===== config.mk =====
export PLATFORM = sky130hd
export DESIGN_NAME = vga_timing
export DESIGN_NICKNAME = d
export VERILOG_FILES = /design/src/rtl/vga_pkg.sv /design/src/rtl/pix_tick_gen.sv /design/src/rtl/vga_timing.sv
export SDC_FILE = /design/constraint.sdc
export NUM_CORES = 1
export LEC_CHECK = 0
export ABC_AREA = 1
export BUFFER_PORTS_ARGS = -buffer_cell sky130_fd_sc_hd__buf_2
export CAP_MARGIN = 40
export CORE_ASPECT_RATIO = 1.25
export CORE_UTILIZATION = 56
export CTS_CLUSTER_SIZE = 30
export DETAILED_ROUTE_END_ITERATION = 10
export GPL_ROUTABILITY_DRIVEN = 0
export PLACE_DENSITY = 0.86
export SETUP_SLACK_MARGIN = 0.4
export SLEW_MARGIN = 20
export SYNTH_ARGS = -nofsm -noshare
export SYNTH_HDL_FRONTEND = slang
export SYNTH_SLANG_ARGS = --single-unit
export TNS_END_PERCENT = 50

===== constraint.sdc =====
create_clock -name sys_clk -period 1.55 [get_ports sys_clk]
set_input_delay 0.155 -clock sys_clk [delete_from_list [all_inputs] [get_ports sys_clk]]
set_output_delay 0.155 -clock sys_clk [all_outputs]
set_load 0.02 [all_outputs]

===== src/rtl/vga_pkg.sv =====
// rtl/vga_pkg.sv - shared VGA timing constants, color codes and timing types
// Purpose : default SVGA 800x600 timing constants, 3-bit RGB color constants,
//           a timing-parameter struct and small elaboration-time helpers.
// Ports   : none (package).
package vga_pkg;

   localparam int SVGA_H_VISIBLE = 800;
   localparam int SVGA_H_FRONT   = 56;
   localparam int SVGA_H_SYNC    = 120;
   localparam int SVGA_H_BACK    = 64;
   localparam int SVGA_V_VISIBLE = 600;
   localparam int SVGA_V_FRONT   = 37;
   localparam int SVGA_V_SYNC    = 6;
   localparam int SVGA_V_BACK    = 23;

   localparam logic [2:0] BLACK   = 3'b000;
   localparam logic [2:0] BLUE    = 3'b001;
   localparam logic [2:0] GREEN   = 3'b010;
   localparam logic [2:0] CYAN    = 3'b011;
   localparam logic [2:0] RED     = 3'b100;
   localparam logic [2:0] MAGENTA = 3'b101;
   localparam logic [2:0] YELLOW  = 3'b110;
   localparam logic [2:0] WHITE   = 3'b111;

   typedef struct packed {
      logic [15:0] visible;
      logic [15:0] front;
      logic [15:0] sync;
      logic [15:0] back;
   } vga_axis_t;

   typedef struct packed {
      vga_axis_t h;
      vga_axis_t v;
      logic      h_sync_pol;
      logic      v_sync_pol;
   } vga_timing_t;

   function automatic int max_int(input int a, input int b);
      return (a > b) ? a : b;
   endfunction

   // Counter width able to hold 0..total-1, never narrower than one bit.
   function automatic int cnt_width(input int total);
      return (total > 1) ? $clog2(total) : 1;
   endfunction

endpackage


===== src/rtl/pix_tick_gen.sv =====
// rtl/pix_tick_gen.sv - sys_clk to pixel-rate tick divider
// Purpose : counts 0..PIX_DIV-1 while enabled; pix_ce flags the terminal count.
// Ports   : sys_clk (clock), rst (async active-high reset), en (run enable),
//           pix_ce (combinational tick, high on the terminal count while en=1).
module pix_tick_gen #(
   parameter int PIX_DIV = 1
) (
   input  logic sys_clk,
   input  logic rst,
   input  logic en,
   output logic pix_ce
);

   localparam int DIV_W = (PIX_DIV > 1) ? $clog2(PIX_DIV) : 1;
   localparam logic [DIV_W-1:0] DIV_LAST = DIV_W'(PIX_DIV - 1);

   generate
      if (PIX_DIV < 1 || PIX_DIV > 16) begin : g_bad_pix_div
         $error("pix_tick_gen: PIX_DIV must be within 1..16");
      end
   endgenerate

   logic [DIV_W-1:0] div_q;
   logic [DIV_W-1:0] div_d;

   always_comb begin
      div_d  = div_q;
      pix_ce = 1'b0;
      if (en) begin
         if (div_q == DIV_LAST) begin
            div_d  = '0;
            pix_ce = 1'b1;
         end else begin
            div_d = div_q + 1'b1;
         end
      end
   end

   always_ff @(posedge sys_clk or posedge rst) begin
      if (rst) begin
         div_q <= '0;
      end else begin
         div_q <= div_d;
      end
   end

endmodule


===== src/rtl/vga_timing.sv =====
// rtl/vga_timing.sv - parameterised VGA sync/blank/coordinate generator
// Purpose : horizontal/vertical raster counters advanced on a divided pixel
//           tick, producing registered sync, blank, coordinates and pulses.
//           Optional completed-frame counter built only when
//           VGA_TIMING_FRAME_CNT_EN is defined; otherwise frame_cnt is 0.
// Ports   : sys_clk, rst (async active-high), en (0 freezes everything),
//           pix_ce (pixel tick), hsync/vsync (at configured polarity),
//           blank, x/y (all-ones while blanked in that axis),
//           line_start, frame_start (one-cycle pulses with pix_ce),
//           frame_cnt (16-bit completed-frame count).
module vga_timing
   import vga_pkg::*;
#(
   parameter int   H_VISIBLE  = SVGA_H_VISIBLE,
   parameter int   H_FRONT    = SVGA_H_FRONT,
   parameter int   H_SYNC     = SVGA_H_SYNC,
   parameter int   H_BACK     = SVGA_H_BACK,
   parameter int   V_VISIBLE  = SVGA_V_VISIBLE,
   parameter int   V_FRONT    = SVGA_V_FRONT,
   parameter int   V_SYNC     = SVGA_V_SYNC,
   parameter int   V_BACK     = SVGA_V_BACK,
   parameter logic H_SYNC_POL = 1'b0,
   parameter logic V_SYNC_POL = 1'b0,
   parameter int   PIX_DIV    = 1,
   parameter int   COORD_W    = 11
) (
   input  logic               sys_clk,
   input  logic               rst,
   input  logic               en,
   output logic               pix_ce,
   output logic               hsync,
   output logic               vsync,
   output logic               blank,
   output logic [COORD_W-1:0] x,
   output logic [COORD_W-1:0] y,
   output logic               line_start,
   output logic               frame_start,
   output logic [15:0]        frame_cnt
);

   localparam int H_TOTAL      = H_VISIBLE + H_FRONT + H_SYNC + H_BACK;
   localparam int V_TOTAL      = V_VISIBLE + V_FRONT + V_SYNC + V_BACK;
   localparam int CNT_W        = cnt_width(max_int(H_TOTAL, V_TOTAL));
   localparam int H_SYNC_START = H_VISIBLE + H_FRONT;
   localparam int H_SYNC_END   = H_SYNC_START + H_SYNC;
   localparam int V_SYNC_START = V_VISIBLE + V_FRONT;
   localparam int V_SYNC_END   = V_SYNC_START + V_SYNC;

   localparam logic [CNT_W-1:0] H_LAST = CNT_W'(H_TOTAL - 1);
   localparam logic [CNT_W-1:0] V_LAST = CNT_W'(V_TOTAL - 1);

   generate
      if (H_VISIBLE >= (1 << COORD_W) || V_VISIBLE >= (1 << COORD_W)) begin : g_coord_too_narrow
         $error("vga_timing: COORD_W too narrow for the visible area");
      end
   endgenerate

   logic tick;

   pix_tick_gen #(
      .PIX_DIV (PIX_DIV)
   ) u_pix_tick_gen (
      .sys_clk (sys_clk),
      .rst     (rst),
      .en      (en),
      .pix_ce  (tick)
   );

   logic [CNT_W-1:0]   h_cnt_q, h_cnt_d;
   logic [CNT_W-1:0]   v_cnt_q, v_cnt_d;
   logic               hsync_q, hsync_d;
   logic               vsync_q, vsync_d;
   logic               blank_q, blank_d;
   logic [COORD_W-1:0] x_q, x_d;
   logic [COORD_W-1:0] y_q, y_d;
   logic               pix_ce_q, pix_ce_d;
   logic               line_start_q, line_start_d;
   logic               frame_start_q, frame_start_d;

   int h_i;
   int v_i;
   assign h_i = int'(h_cnt_q);
   assign v_i = int'(v_cnt_q);

   logic h_zero;
   logic v_zero;
   assign h_zero = (h_cnt_q == '0);
   assign v_zero = (v_cnt_q == '0);

   // Outputs are computed from the counts current at the tick, then the
   // counters advance, so registered outputs trail the counters by one tick.
   always_comb begin
      h_cnt_d       = h_cnt_q;
      v_cnt_d       = v_cnt_q;
      hsync_d       = hsync_q;
      vsync_d       = vsync_q;
      blank_d       = blank_q;
      x_d           = x_q;
      y_d           = y_q;
      pix_ce_d      = tick;
      line_start_d  = 1'b0;
      frame_start_d = 1'b0;
      if (tick) begin
         hsync_d       = (h_i >= H_SYNC_START && h_i < H_SYNC_END) ? H_SYNC_POL : ~H_SYNC_POL;
         vsync_d       = (v_i >= V_SYNC_START && v_i < V_SYNC_END) ? V_SYNC_POL : ~V_SYNC_POL;
         blank_d       = (h_i >= H_VISIBLE) || (v_i >= V_VISIBLE);
         x_d           = (h_i < H_VISIBLE) ? COORD_W'(h_cnt_q) : '1;
         y_d           = (v_i < V_VISIBLE) ? COORD_W'(v_cnt_q) : '1;
         line_start_d  = h_zero;
         frame_start_d = h_zero && v_zero;
         if (h_cnt_q == H_LAST) begin
            h_cnt_d = '0;
            v_cnt_d = (v_cnt_q == V_LAST) ? '0 : v_cnt_q + 1'b1;
         end else begin
            h_cnt_d = h_cnt_q + 1'b1;
         end
      end
   end

   always_ff @(posedge sys_clk or posedge rst) begin
      if (rst) begin
         h_cnt_q       <= '0;
         v_cnt_q       <= '0;
         hsync_q       <= ~H_SYNC_POL;
         vsync_q       <= ~V_SYNC_POL;
         blank_q       <= 1'b1;
         x_q           <= '1;
         y_q           <= '1;
         pix_ce_q      <= 1'b0;
         line_start_q  <= 1'b0;
         frame_start_q <= 1'b0;
      end else begin
         h_cnt_q       <= h_cnt_d;
         v_cnt_q       <= v_cnt_d;
         hsync_q       <= hsync_d;
         vsync_q       <= vsync_d;
         blank_q       <= blank_d;
         x_q           <= x_d;
         y_q           <= y_d;
         pix_ce_q      <= pix_ce_d;
         line_start_q  <= line_start_d;
         frame_start_q <= frame_start_d;
      end
   end

   // A pulse registered on the last tick must not leak into a cycle where
   // the run enable has just been dropped.
   assign pix_ce      = pix_ce_q & en;
   assign line_start  = line_start_q & en;
   assign frame_start = frame_start_q & en;
   assign hsync       = hsync_q;
   assign vsync       = vsync_q;
   assign blank       = blank_q;
   assign x           = x_q;
   assign y           = y_q;

`ifdef VGA_TIMING_FRAME_CNT_EN
   logic [15:0] frame_cnt_q, frame_cnt_d;
   logic        frame_seen_q, frame_seen_d;

   // The first frame_start after reset opens frame 0; each later one closes
   // a frame, so the count lags the pulse count by one.
   always_comb begin
      frame_cnt_d  = frame_cnt_q;
      frame_seen_d = frame_seen_q;
      if (tick && h_zero && v_zero) begin
         frame_seen_d = 1'b1;
         if (frame_seen_q) begin
            frame_cnt_d = frame_cnt_q + 16'd1;
         end
      end
   end

   always_ff @(posedge sys_clk or posedge rst) begin
      if (rst) begin
         frame_cnt_q  <= 16'd0;
         frame_seen_q <= 1'b0;
      end else begin
         frame_cnt_q  <= frame_cnt_d;
         frame_seen_q <= frame_seen_d;
      end
   end

   assign frame_cnt = frame_cnt_q;
`else
   assign frame_cnt = 16'd0;
`endif

endmodule


==> results.py <==
metrics = {
    "outcome": {
        "status": "complete, no violations",
    },
    "clocking": {
        "clk_latency_ns": 0.32,
        "cts-buffers-inserted": 5,
        "clockRootBuffer": "clkbuf_8",
        "clockBufferDepth": 2,
        "cts_tree": "built",
        "clkSinkCount": 50,
        "clk_pin_slew_ns": 0.09,
        "htree_levels": 2,
    },
    "critical_path": {
        "endpoint_kind": "register",
        "crit_type": "reg2reg",
        "critPathLaunch": "h_cnt_q[1]",
        "crit-reg2reg-launch": "h_cnt_q[1]",
        "critical_path_required_ns": 1.76,
        "arrival_ns": 1.64,
        "crit_fanout": 11,
        "startpoint_type": "register",
    },
    "synthesis": {
        "yosys_warnings": 0,
        "yosysSeqAreaShare_pct": 46.0,
        "ys_ff_latch": 50,
        "synthDistinctLibCells": 29,
        "synth_top_area_share_pct": 23.5,
        "yosys-top-cells-area": "dfstp_2 (24%), dfrtp_1 (22%), nand2_1 (13%), inv_1 (5.8%), nand3_1 (5.2%)",
        "syn_inst": 363,
        "yosysTopAreaCell": "dfstp_2",
        "netlist_area_sq_mm": 0.00279,
        "avgSynthCellArea_sq_um": 7.69,
    },
    "timing": {
        "fmax_mhz": 698,
        "setup_viol": 0,
        "skew_ns": 0.0162,
        "min_period_ns": 1.43,
        "tightest_slew_ns": 0.501,
        "timing.max_slew.rel_slack_pct": 66.6,
        "finalSetupTns_ns": 0,
        "finalCritPeriodShare_pct": 92.4,
        "timing.final.max_slew_violations": 0,
        "hold_violations": 0,
        "rsz0062_at_grt": "yes",
    },
    "floorplanning": {
        "row_count": 28,
        "coreArea_sq_mm": 0.00476,
        "die_w_um": 65.1,
        "ios": 47,
        "start_util_pct": 58.6,
        "die_h_um": 80.9,
        "die_area_sq_mm": 0.00527,
    },
    "grt": {
        "grt_pass1_wl_mm": 10.6,
        "grt_max_degree": 37,
        "grt.total_usage_pct": 26.6,
        "grt-ovfl-total": 0,
        "grt_pass1_vias": 2375,
        "antenna_found_initial": 0,
    },
    "routing": {
        "antenna_left": 0,
        "vias": 2633,
        "totalWireLength_mm": 7.45,
        "avgViaCountPerCell": 5.54,
        "drtPass1Iterations": 5,
        "drc_errors": 0,
        "wire_per_inst_um": 15.7,
        "drtIter0Drc": 303,
    },
    "worst_hold_path": {
        "hp-class": "in2reg",
        "worstHoldStart": "en",
    },
    "final_layout": {
        "utilization_pct": 72.3,
        "design.final.nets": 422,
        "area.growth.synth_to_final_pct": 23.5,
        "n_antenna_cell": 0,
        "final_layout_size_suffix_gt1_share_pct": 35.7,
        "multi_input_comb_area_sq_mm": 0.00134,
        "layout_commonest_cell": "nand2_1",
        "layout_common_cells": "nand2_1 (90), inv_1 (34), nor2_1 (31), buf_2 (30), dfstp_2 (25)",
        "ff_latch_area_sq_mm": 0.00129,
        "fillers": 332,
    },
    "placed_design": {
        "port_buffers": 30,
        "hpwl_mm": 4.43,
    },
    "job": {
        "cap_violations": 0,
    },
    "power": {
        "p_per_area_mw_per_mm2": 1080,
        "power_leakage_nw": 1.70,
        "ir_worst_vdd_mv": 0.929,
    },
}
==> sequential cells by signal, summed over array words and instances, names as in the netlist <==
register and cells:
y 11, h_cnt_q 11, x 11, vsync 1
pix_ce_q 1, hsync 1, blank 1, line_start_q 1
frame_start_q 1, v_cnt_q 11
==> final cells by class <==
type	instances	share of cell area [%]
multi-input combinational	252	38.8
clock buffer	6	2.11
clock inverter	2	1.09
sequential	50	37.4
inverter	45	5.59
tap	60	2.18
timing repair buffer	60	12.8
==> synth_stat cells <==
cell and count:
a21oi_1 5, a31oi_1 2, buf_2 9, buf_4 18, buf_6 3, clkbuf_1 1
conb_1 1, dfrtp_1 25, dfstp_2 25, ha_1 5, inv_1 43, inv_2 2
nand2_1 100, nand3_1 29, nand3_2 2, nand3b_2 1, nand4_1 4, nor2_1 37
nor2_2 3, nor3_1 4, nor3_2 2, o21ai_0 21, o21ai_1 10, o21ai_2 2
o22ai_1 1, o31ai_1 1, or2_1 1, or2_2 1, xor2_1 5
==> logic make-up after synthesis <==
family / share of synthesized area, %
flip-flops: 46.0
AO/OA/AOI/OAI: 8.03
AND/OR/NAND/NOR: 28.2
adder cells (fa/ha/maj): 2.24
XOR/XNOR: 1.57
buffers and inverters: 13.9
other: 0.134
==> layer usage <==
metal / wire length, um / GRT usage, % / part of all wire, % / up-vias
li1: - / - / - / 1208
met1: 2620 / 28.2 / 35 / 1254
met2: 4090 / 48.3 / 55 / 137
met3: 416 / 4.63 / 5.6 / 34
met4: 325 / 16.5 / 4.4 / 0
met5: 0 / 0 / 0 / -
==> per-stage QoR <==
step / hold WS [ns] / total power [mW] / area, sq um / setup WS (ns) / std cells
2_1_floorplan: 0.186 / 2.23 / 2850 / 0.262 / 378
3_3_place_gp: 0.210 / 2.40 / 2940 / 0.0784 / 445
3_5_place_dp: 0.212 / 2.42 / 2940 / 0.0348 / 445
4_1_cts: 0.113 / 3.47 / 3180 / 0.197 / 462
5_1_grt: 0.131 / 3.87 / 3450 / 0.0438 / 475
6_report: 0.123 / 3.72 / 3450 / 0.117 / 475
==> worst paths after layout <==
path / end / depth (start not counted) / slack, ns
worst max-delay path: h_cnt_q[4] / 7 / 0.12
worst max register to register: h_cnt_q[4] / 7 / 0.12
worst min-delay path: pix_ce_q / 1 / 0.12
max in group asynchronous: x[1] / 4 / 0.58
worst min register to register: x[10] / 2 / 0.47
min in group asynchronous: h_cnt_q[10] / 3 / 0.41
==> power breakdown <==
group	switching, mW	total, mW	internal (mW)
combinational	0.706	1.12	0.411
clock	0.439	0.920	0.482
sequential	0.180	1.68	1.50
total	1.33	3.72	2.39
==> worst max-delay path, cell delays in order, from the launching register on <==
cell       delay [ns]
dfrtp_1          0.42
ha_4             0.17
nand3_4          0.11
nor2_4           0.16
nand3_4          0.13
clkbuf_16        0.20
nand3_1          0.10
inv_1            0.05
==> what timing repair did <==
item | in CTS | in global routing
pin swaps | 2 | 12
endpoints found under the hold margin | 6 | 0
hold buffers | 1 | 0
resized for setup | 19 | 42
setup endpoints to repair | 69 | 71
cloned | 0 | 2
buffers inserted | 8 | 11
Note: power is estimated with default switching activity, not from simulation.
